**config.mk**
```make
export PLATFORM = sky130hd
export DESIGN_NAME = imm_gen_pipe
export DESIGN_NICKNAME = d
export VERILOG_FILES = /design/src/rtl/imm_gen_pipe.sv
export SDC_FILE = /design/constraint.sdc
export NUM_CORES = 1
export LEC_CHECK = 0
export ABC_AREA = 1
export CORE_MARGIN = 5
export CORE_UTILIZATION = 29
export CTS_CLUSTER_SIZE = 40
export DETAILED_ROUTE_END_ITERATION = 7
export SLEW_MARGIN = 0
export SYNTH_ARGS = -nofsm -noshare
export SYNTH_HDL_FRONTEND = slang
export SYNTH_SLANG_ARGS = --single-unit
export TNS_END_PERCENT = 50
```
**constraint.sdc**
```tcl
create_clock -name clk -period 3.4 [get_ports clk]
set_clock_uncertainty 0.05 [all_clocks]
set_input_delay 0.68 -clock clk [delete_from_list [all_inputs] [get_ports clk]]
set_output_delay 0.68 -clock clk [all_outputs]
set_load 0.01 [all_outputs]
```
**src/rtl/imm_gen_pipe.sv**
```systemverilog
// Pipelined immediate generator: one instruction per cycle in, XLEN-wide immediates out through a DEPTH-entry FIFO.
// Optional per-format push counters are enabled by defining IMM_GEN_PERF_CNT_EN.
module imm_gen_pipe #(
   parameter int XLEN       = 32,
   parameter int DEPTH      = 2,
   parameter int TAG_W      = 5,
   parameter int SHAMT_MASK = 1
) (
   input  logic             clk,
   input  logic             reset,
   input  logic             flush,
   input  logic             in_valid,
   output logic             in_ready,
   input  logic [31:0]      in_instr,
   input  logic [2:0]       in_type,
   input  logic [TAG_W-1:0] in_tag,
   output logic             out_valid,
   input  logic             out_ready,
   output logic [XLEN-1:0]  out_imm,
   output logic [2:0]       out_type,
   output logic [TAG_W-1:0] out_tag,
   output logic             out_bad_type
`ifdef IMM_GEN_PERF_CNT_EN
   ,
   input  logic [2:0]       cnt_sel,
   output logic [31:0]      cnt_value
`endif
);

   localparam int PTR_W = $clog2(DEPTH);
   localparam int CNT_W = PTR_W + 1;
   localparam logic [CNT_W-1:0] FULL = CNT_W'(DEPTH);

   generate
      if (XLEN != 32 && XLEN != 64) begin : g_bad_xlen
         $error("imm_gen_pipe: XLEN must be 32 or 64");
      end
      if (DEPTH < 2 || (DEPTH & (DEPTH - 1)) != 0) begin : g_bad_depth
         $error("imm_gen_pipe: DEPTH must be a power of two >= 2");
      end
   endgenerate

   // Every format is assembled as a 32-bit signed value and then sign-extended to XLEN.
   function automatic logic signed [XLEN-1:0] build_imm(input logic [31:0] instr,
                                                        input logic [2:0]  fmt);
      logic signed [31:0] v;
      v = '0;
      case (fmt)
         3'd1: begin
            if (SHAMT_MASK != 0 && instr[6:0] == 7'b0010011 && instr[13:12] == 2'b01) begin
               v[10] = instr[30];
               if (XLEN == 64) v[5:0] = instr[25:20];
               else            v[4:0] = instr[24:20];
            end else begin
               v = {{20{instr[31]}}, instr[31:20]};
            end
         end
         3'd2:    v = {{20{instr[31]}}, instr[31:25], instr[11:7]};
         3'd3:    v = {{20{instr[31]}}, instr[7], instr[30:25], instr[11:8], 1'b0};
         3'd4:    v = {instr[31:12], 12'b0};
         3'd5:    v = {{12{instr[31]}}, instr[19:12], instr[20], instr[30:21], 1'b0};
         default: v = '0;
      endcase
      return XLEN'(v);
   endfunction

   logic signed [XLEN-1:0] imm_mem [DEPTH];
   logic [2:0]             type_mem [DEPTH];
   logic [TAG_W-1:0]       tag_mem [DEPTH];

   logic [CNT_W-1:0]       count_q, count_d;
   logic [PTR_W-1:0]       rd_ptr_q, rd_ptr_d, wr_ptr_q, wr_ptr_d;
   logic signed [XLEN-1:0] out_imm_q, out_imm_d;
   logic [2:0]             out_type_q, out_type_d;
   logic [TAG_W-1:0]       out_tag_q, out_tag_d;
   logic                   out_bad_q, out_bad_d;
   logic signed [XLEN-1:0] new_imm;
   logic                   push, pop;

   assign new_imm   = build_imm(in_instr, in_type);
   assign out_valid = (count_q != '0);
   assign pop       = out_valid & out_ready;
   assign in_ready  = (count_q < FULL) | pop;
   assign push      = in_valid & in_ready;

   // The head copy is refreshed from the entry that becomes head; an entry pushed into an
   // empty (or emptying) FIFO bypasses the array. Head registers hold when the FIFO drains.
   always_comb begin
      count_d    = count_q;
      rd_ptr_d   = rd_ptr_q;
      wr_ptr_d   = wr_ptr_q;
      out_imm_d  = out_imm_q;
      out_type_d = out_type_q;
      out_tag_d  = out_tag_q;
      out_bad_d  = out_bad_q;
      if (flush) begin
         count_d  = '0;
         rd_ptr_d = '0;
         wr_ptr_d = '0;
      end else begin
         if (push) wr_ptr_d = wr_ptr_q + PTR_W'(1);
         if (pop)  rd_ptr_d = rd_ptr_q + PTR_W'(1);
         case ({push, pop})
            2'b10:   count_d = count_q + CNT_W'(1);
            2'b01:   count_d = count_q - CNT_W'(1);
            default: count_d = count_q;
         endcase
         if (count_d != '0) begin
            if (push && wr_ptr_q == rd_ptr_d) begin
               out_imm_d  = new_imm;
               out_type_d = in_type;
               out_tag_d  = in_tag;
               out_bad_d  = in_type[2] & in_type[1];
            end else begin
               out_imm_d  = imm_mem[rd_ptr_d];
               out_type_d = type_mem[rd_ptr_d];
               out_tag_d  = tag_mem[rd_ptr_d];
               out_bad_d  = type_mem[rd_ptr_d][2] & type_mem[rd_ptr_d][1];
            end
         end
      end
   end

   always_ff @(posedge clk) begin
      if (push) begin
         imm_mem[wr_ptr_q]  <= new_imm;
         type_mem[wr_ptr_q] <= in_type;
         tag_mem[wr_ptr_q]  <= in_tag;
      end
   end

   always_ff @(posedge clk or posedge reset) begin
      if (reset) begin
         count_q    <= '0;
         rd_ptr_q   <= '0;
         wr_ptr_q   <= '0;
         out_imm_q  <= '0;
         out_type_q <= '0;
         out_tag_q  <= '0;
         out_bad_q  <= 1'b0;
      end else begin
         count_q    <= count_d;
         rd_ptr_q   <= rd_ptr_d;
         wr_ptr_q   <= wr_ptr_d;
         out_imm_q  <= out_imm_d;
         out_type_q <= out_type_d;
         out_tag_q  <= out_tag_d;
         out_bad_q  <= out_bad_d;
      end
   end

   assign out_imm      = out_imm_q;
   assign out_type     = out_type_q;
   assign out_tag      = out_tag_q;
   assign out_bad_type = out_bad_q;

`ifdef IMM_GEN_PERF_CNT_EN
   function automatic logic [31:0] sat_inc(input logic [31:0] c);
      return (c == 32'hFFFF_FFFF) ? c : c + 32'd1;
   endfunction

   logic [31:0] cnt_q [8];
   logic [31:0] cnt_value_q;

   // Counters track accepted pushes, so flush does not clear them.
   always_ff @(posedge clk or posedge reset) begin
      if (reset) begin
         for (int i = 0; i < 8; i++) cnt_q[i] <= '0;
         cnt_value_q <= '0;
      end else begin
         if (push) cnt_q[in_type] <= sat_inc(cnt_q[in_type]);
         cnt_value_q <= cnt_q[cnt_sel];
      end
   end

   assign cnt_value = cnt_value_q;
`endif

endmodule

```
==> results.json, run 1 <==
{
  "status": "finished, final reports clean",
  "port_buffers": 87,
  "syn2layout_area_growth_pct": 28.5,
  "antenna_found_initial": 0,
  "cts_tree": "built",
  "synth_cells": 777,
  "yosys-top-cells-count": "343 x nand2_1, 137 x inv_1, 80 x edfxtp_1",
  "path_max_fanout": 4,
  "worstSetupPathType": "input pin to output pin",
  "cp-end-kind": "output pin",
  "setup_slack_ps": 669,
  "finalCritPeriodShare_pct": 80.3,
  "gp_congestion": 0.804,
  "cts-hold-fix-buffers": 0,
  "dp_slack_ps": 292,
  "cts_buffer_depth": 2,
  "die_y_um": 157,
  "synth.distinct_cells": 24,
  "synth_area_leaders": "edfxtp_1 39%, nand2_1 21%, dfrtp_1 18%",
  "synthMostInstantiatedCell": "nand2_1",
  "clock-sinks": 125,
  "first_pass_iters": 4,
  "cts_made_buffers": 17,
  "drc": 0,
  "cp.required_ps": 2670,
  "nFillCells": 2151,
  "startpoint": "out_ready",
  "dp_hpwl_mm": 10.5,
  "clkTransAtPathRegs_ps": 60,
  "dieArea_mm2": 0.0245,
  "wl_per_cell_um": 13.8,
  "fin_setup_tns_ps": 0,
  "path_common_cell": "clkdlybuf4s50_1",
  "finalMaxSlewViolations": 0,
  "globalRouteTotalUtil_pct": 13.4,
  "fp.coreArea_mm2": 0.0211,
  "slew_headroom_pct": 63.6,
  "synth_edf_count": 80,
  "regArea_mm2": 0.00353,
  "drt_wl_total_mm": 15.9,
  "multi_input_area_mm2": 0.00199,
  "synth_top_cell_area_share_pct": 38.5,
  "avgSynthCellArea_um2": 8.03,
  "post-cts-setup-buffers": 0,
  "ys.warnings.count": 0,
  "holdWs_ps": 399,
  "num_vias": 4917,
  "grt_max_degree": 42,
  "async_reset_ff_share_pct": 36.0,
  "clock.fmax_ghz": 0.366,
  "max_stage_delay_ps": 550,
  "drv_cap": 0,
  "rr_startpoint": "count_q[0]",
  "grt_pass1_wl_mm": 25.4,
  "r2r_cells": 13,
  "crit_buf_inv": 2,
  "critPathTopFamily": "buffers and inverters",
  "min_path_type": "input pin to async pin",
  "first_global_vias": 4736,
  "cts_resized": 0,
  "synth-main-ff-cell": "edfxtp_1",
  "drt_iter0_drc": 322,
  "die_w_um": 157,
  "ant_nets": 0,
  "crit_cells": 4,
  "synth_area_leader_cell": "edfxtp_1",
  "cp_data_arrival_time_ps": 2000,
  "tightest_slew_ps": 544,
  "avgViaCountPerCell": 4.25,
  "row_count": 53,
  "min_period_ps": 2730,
  "worstSkewPairLatency_ps": 410,
  "final_core_util_pct": 38.0,
  "nets": 916,
  "syn_nets": 824,
  "htree_levels": 4,
  "p_leak_nw": 4.08,
  "vdd_drop_max_uv": 385,
  "ios": 88,
  "diodes": 0,
  "hold_viol": 0,
  "gr-total-overflow": 0,
  "rsz0062_at_grt": "no",
  "ys_seq_area_share_pct": 56.6,
  "start_kind": "input pin",
  "synth_area_mm2": 0.00624,
  "ys_ff_latch": 125,
  "setup-violations-final": 0,
  "start_util_pct": 29.6,
  "slowest_stage": "clkdlybuf4s50_1",
  "crit_chain": "clkdlybuf4s50_1 -> o21ai_2 -> nand2_1 -> clkdlybuf4s50_1",
  "power.density_mw_per_mm2": 797,
  "cts_root_buf": "clkbuf_16",
  "drive_above_1_share_pct": 7.26
}
cell families (layout without fill, tap and decap cells):
group | Yosys count | count (layout) | share of synthesized area, %
compound gates | 48 | 48 | 3.91
simple gates | 430 | 430 | 27.3
fa+ha+maj | 2 | 2 | 0.401
buf+inv | 172 | 277 | 11.8
flops | 125 | 125 | 56.6
cell usage in the layout, fill, tap and decap left out:
cell type	count
nand2_1	342
o21ai_0	14
ha_1	2
bufinv_16	3
clkinv_4	1
edfxtp_1	80
or2_2	1
clkinv_1	3
clkdlybuf4s50_1	87
nor2_1	39
buf_12	3
nand4_1	1
clkbuf_16	17
dfrtp_1	45
a21oi_1	22
clkinv_2	2
buf_4	14
inv_6	1
nor2_2	1
o21ai_1	11
clkbuf_1	2
clkinvlp_4	2
nor2_4	3
nand3_2	3
nand2_2	6
nand3_1	33
inv_1	136
inv_2	5
o21ai_2	1
clkbuf_8	1
nor3_1	1
metal layers:
layer / global-route usage, % / up-vias / share of wire (%)
met4: 3.72 / 0 / 1.0
met2: 20.7 / 132 / 46
li1: - / 2544 / -
met1: 18.4 / 2230 / 47
met5: 0 / - / 0
met3: 4.01 / 11 / 6.8
worst reg2reg max path: stages (launching register included):
cell and delay [ps]:
dfrtp_1 420, o21ai_2 230, nand2_1 130, nand2_2 200, ha_1 280, inv_1 90
nand4_1 100, nand3_1 120, nand2_1 90, inv_2 70, buf_4 340, a21oi_1 100
nand2_1 80, nand2_1 50
flip-flops by register name, summed over array words and instances (netlist names):
name,flops
count_q,2
imm_mem,64
out_bad_type,1
out_imm,32
out_tag,5
out_type,3
rd_ptr_q,1
tag_mem,10
type_mem,6
wr_ptr_q,1
worst paths after layout:
check                         endpoint  slack (ps)
hold / removal                wr_ptr_q         400
setup reg to reg           out_imm[26]         940
hold reg to reg             out_imm[2]         430
setup / recovery              in_ready         670
min in group clk            out_imm[2]         430
max in group asynchronous  out_imm[22]        2350
area by class of cell:
class / count / area share, %
Inverter: 141 / 6.60
Multi-Input combinational cell: 480 / 24.8
Clock inverter: 12 / 1.79
Tap cell: 275 / 4.29
Timing Repair Buffer: 104 / 12.9
Sequential cell: 125 / 44.0
Clock buffer: 20 / 5.57
metrics by stage:
stage	total power, mW	cell area [um2]	instances
6_report	6.39	8020	1157
5_1_grt	6.86	8020	1157
4_1_cts	6.49	8020	1157
3_5_place_dp	4.64	7430	1125
3_3_place_gp	4.61	7430	1125
2_1_floorplan	3.65	6240	777
power breakdown:
part | total [mW] | switching, mW | internal (mW)
clock network | 1.82 | 0.655 | 1.16
registers | 2.22 | 0.191 | 2.03
logic | 2.34 | 1.37 | 0.970
total | 6.39 | 2.22 | 4.17
No activity file was read; power rests on OpenSTA's default activity.
==> run 2: changes to the inputs <==
==> constraint.sdc (replaced) <==
create_clock -name clk -period 2.5 [get_ports clk]
set_clock_uncertainty 0.05 [all_clocks]
set_input_delay 0.5 -clock clk [delete_from_list [all_inputs] [get_ports clk]]
set_output_delay 0.5 -clock clk [all_outputs]
set_load 0.01 [all_outputs]
==> results.json, run 2 (synthesized netlist as in run 1, its figures left out) <==
{
  "placed_cells": 1138,
  "first_pass_iters": 5,
  "slew_headroom_pct": 62.8,
  "path_max_fanout": 2,
  "cts_tree": "built",
  "drc": 0,
  "r2r-end": "out_imm[27]",
  "multi_input_area_mm2": 0.00199,
  "final_common_cell": "nand2_1",
  "final_core_util_pct": 38.8,
  "cts_resized": 0,
  "gp_congestion": 0.774,
  "start_kind": "input pin",
  "drt_wl_total_mm": 16.0,
  "diodes": 0,
  "top_register": "imm_mem",
  "avgViaCountPerCell": 4.26,
  "r2r_cells": 13,
  "clock-sinks": 125,
  "worstSetupPathType": "input pin to output pin",
  "dieArea_mm2": 0.0245,
  "row_count": 53,
  "worstSkewPairLatency_ps": 420,
  "num_vias": 4989,
  "cts_buffer_depth": 2,
  "ff2ff_setup_slack_ps": 360,
  "rsz0062_at_grt": "no",
  "grt_pass1_wl_mm": 25.7,
  "first_global_vias": 4945,
  "globalRouteTotalUtil_pct": 13.5,
  "die_y_um": 157,
  "ant_nets": 0,
  "min_period_ps": 2330,
  "start_util_pct": 29.6,
  "largest_register_ffs": 64,
  "cp.required_ps": 1950,
  "hold_viol": 0,
  "nFillCells": 2162,
  "layout_common_cells": "342 x nand2_1, 136 x inv_1, 87 x clkdlybuf4s50_1, 80 x edfxtp_1, 45 x dfrtp_1",
  "cts-hold-fix-buffers": 0,
  "fp.coreArea_mm2": 0.0211,
  "tightest_slew_ps": 557,
  "dp_hpwl_mm": 10.9,
  "final_cells": 1170,
  "cp-end-kind": "output pin",
  "port_buffers": 87,
  "vdd_drop_max_uv": 594,
  "drt_iter0_drc": 244,
  "gr-total-overflow": 0,
  "drive_above_1_share_pct": 8.72,
  "post-cts-setup-buffers": 0,
  "syn2layout_area_growth_pct": 31.2,
  "setup-violations-final": 0,
  "nets": 929,
  "grt_max_degree": 42,
  "cts_root_buf": "clkbuf_16",
  "cp_data_arrival_time_ps": 1780,
  "status": "finished, final reports clean",
  "holdWs_ps": 416,
  "rr_startpoint": "count_q[0]",
  "die_w_um": 157,
  "antenna_found_initial": 0,
  "wl_per_cell_um": 13.7,
  "htree_levels": 4,
  "power.density_mw_per_mm2": 1070,
  "placed_area_mm2": 0.00761,
  "clkTransAtPathRegs_ps": 60,
  "finalCritPeriodShare_pct": 93.0,
  "drv_cap": 0,
  "min_path_type": "input pin to async pin",
  "fin_area_mm2": 0.00818,
  "ios": 88,
  "finalMaxSlewViolations": 0,
  "cts_made_buffers": 17,
  "regArea_mm2": 0.00353,
  "clock.fmax_ghz": 0.430,
  "p_leak_nw": 4.16
}
## run 2: cell count changes in the layout (fill, tap and decap cells not counted)
cell	before	now
bufinv_16	3	2
clkinv_1	3	1
buf_12	3	10
clkinv_4	1	0
clkbuf_1	2	3
buf_4	14	20
clkinvlp_4	2	5
## run 2: area by class of cell
class                      instances  share of cell area, %
clock buffer                      21                   5.50
clock inverter                    11                   1.47
inverter                         141                   6.47
multi-input combinational        480                   24.3
sequential                       125                   43.1
tap                              275                   4.20
timing repair buffer             117                   14.9
## run 2: how the worst max path moves through the flow
| stage | startpoint | to | slack, ps |
|---|---|---|---|
| after CTS | out_ready | in_ready | 160 |
| after global placement | out_ready | out_imm[28] | -50 |
| after floorplan | out_ready | imm_mem[0][0] | -520 |
| after detailed placement | out_ready | out_imm[20] | -110 |
| final | out_ready | in_ready | 170 |
| after global routing | out_ready | in_ready | 120 |
## run 2: report_power, final
part | internal (mW) | switching [mW] | total, mW
Combinational | 1.46 | 1.89 | 3.35
Sequential | 2.77 | 0.272 | 3.04
Clock | 1.49 | 0.890 | 2.38
## run 2: worst max-delay path, cell delays in order
cell	delay, ps
clkdlybuf4s50_1	500
o21ai_2	70
nand2_1	90
buf_4	110
clkdlybuf4s50_1	520
## run 2: through the flow
step	total power, mW	setup TNS (ps)	worst slack, ps
after floorplan	4.96	-20900	-523
after global placement	6.43	-824	-48.0
after detailed placement	6.49	-2320	-112
after CTS	8.89	0	164
after global routing	9.39	0	116
final	8.76	0	175
## run 2: per-layer routing
layer | share of wire [%] | vias to the layer above | global-route usage (%)
met2 | 46 | 122 | 21.2
met3 | 6.1 | 10 | 3.90
li1 | - | 2578 | -
met4 | 1.0 | 0 | 4.05
met1 | 47 | 2279 | 18.1
met5 | 0 | - | 0
==> run 3: changes to the inputs <==
--- a/config.mk
+++ b/config.mk
@@ -10,7 +10,6 @@
 export CORE_UTILIZATION = 29
 export CTS_CLUSTER_SIZE = 40
 export DETAILED_ROUTE_END_ITERATION = 7
-export SLEW_MARGIN = 0
 export SYNTH_ARGS = -nofsm -noshare
 export SYNTH_HDL_FRONTEND = slang
 export SYNTH_SLANG_ARGS = --single-unit
==> results of run 3 <==
The final DEF is identical to that of run 2; final timing and power are the same.
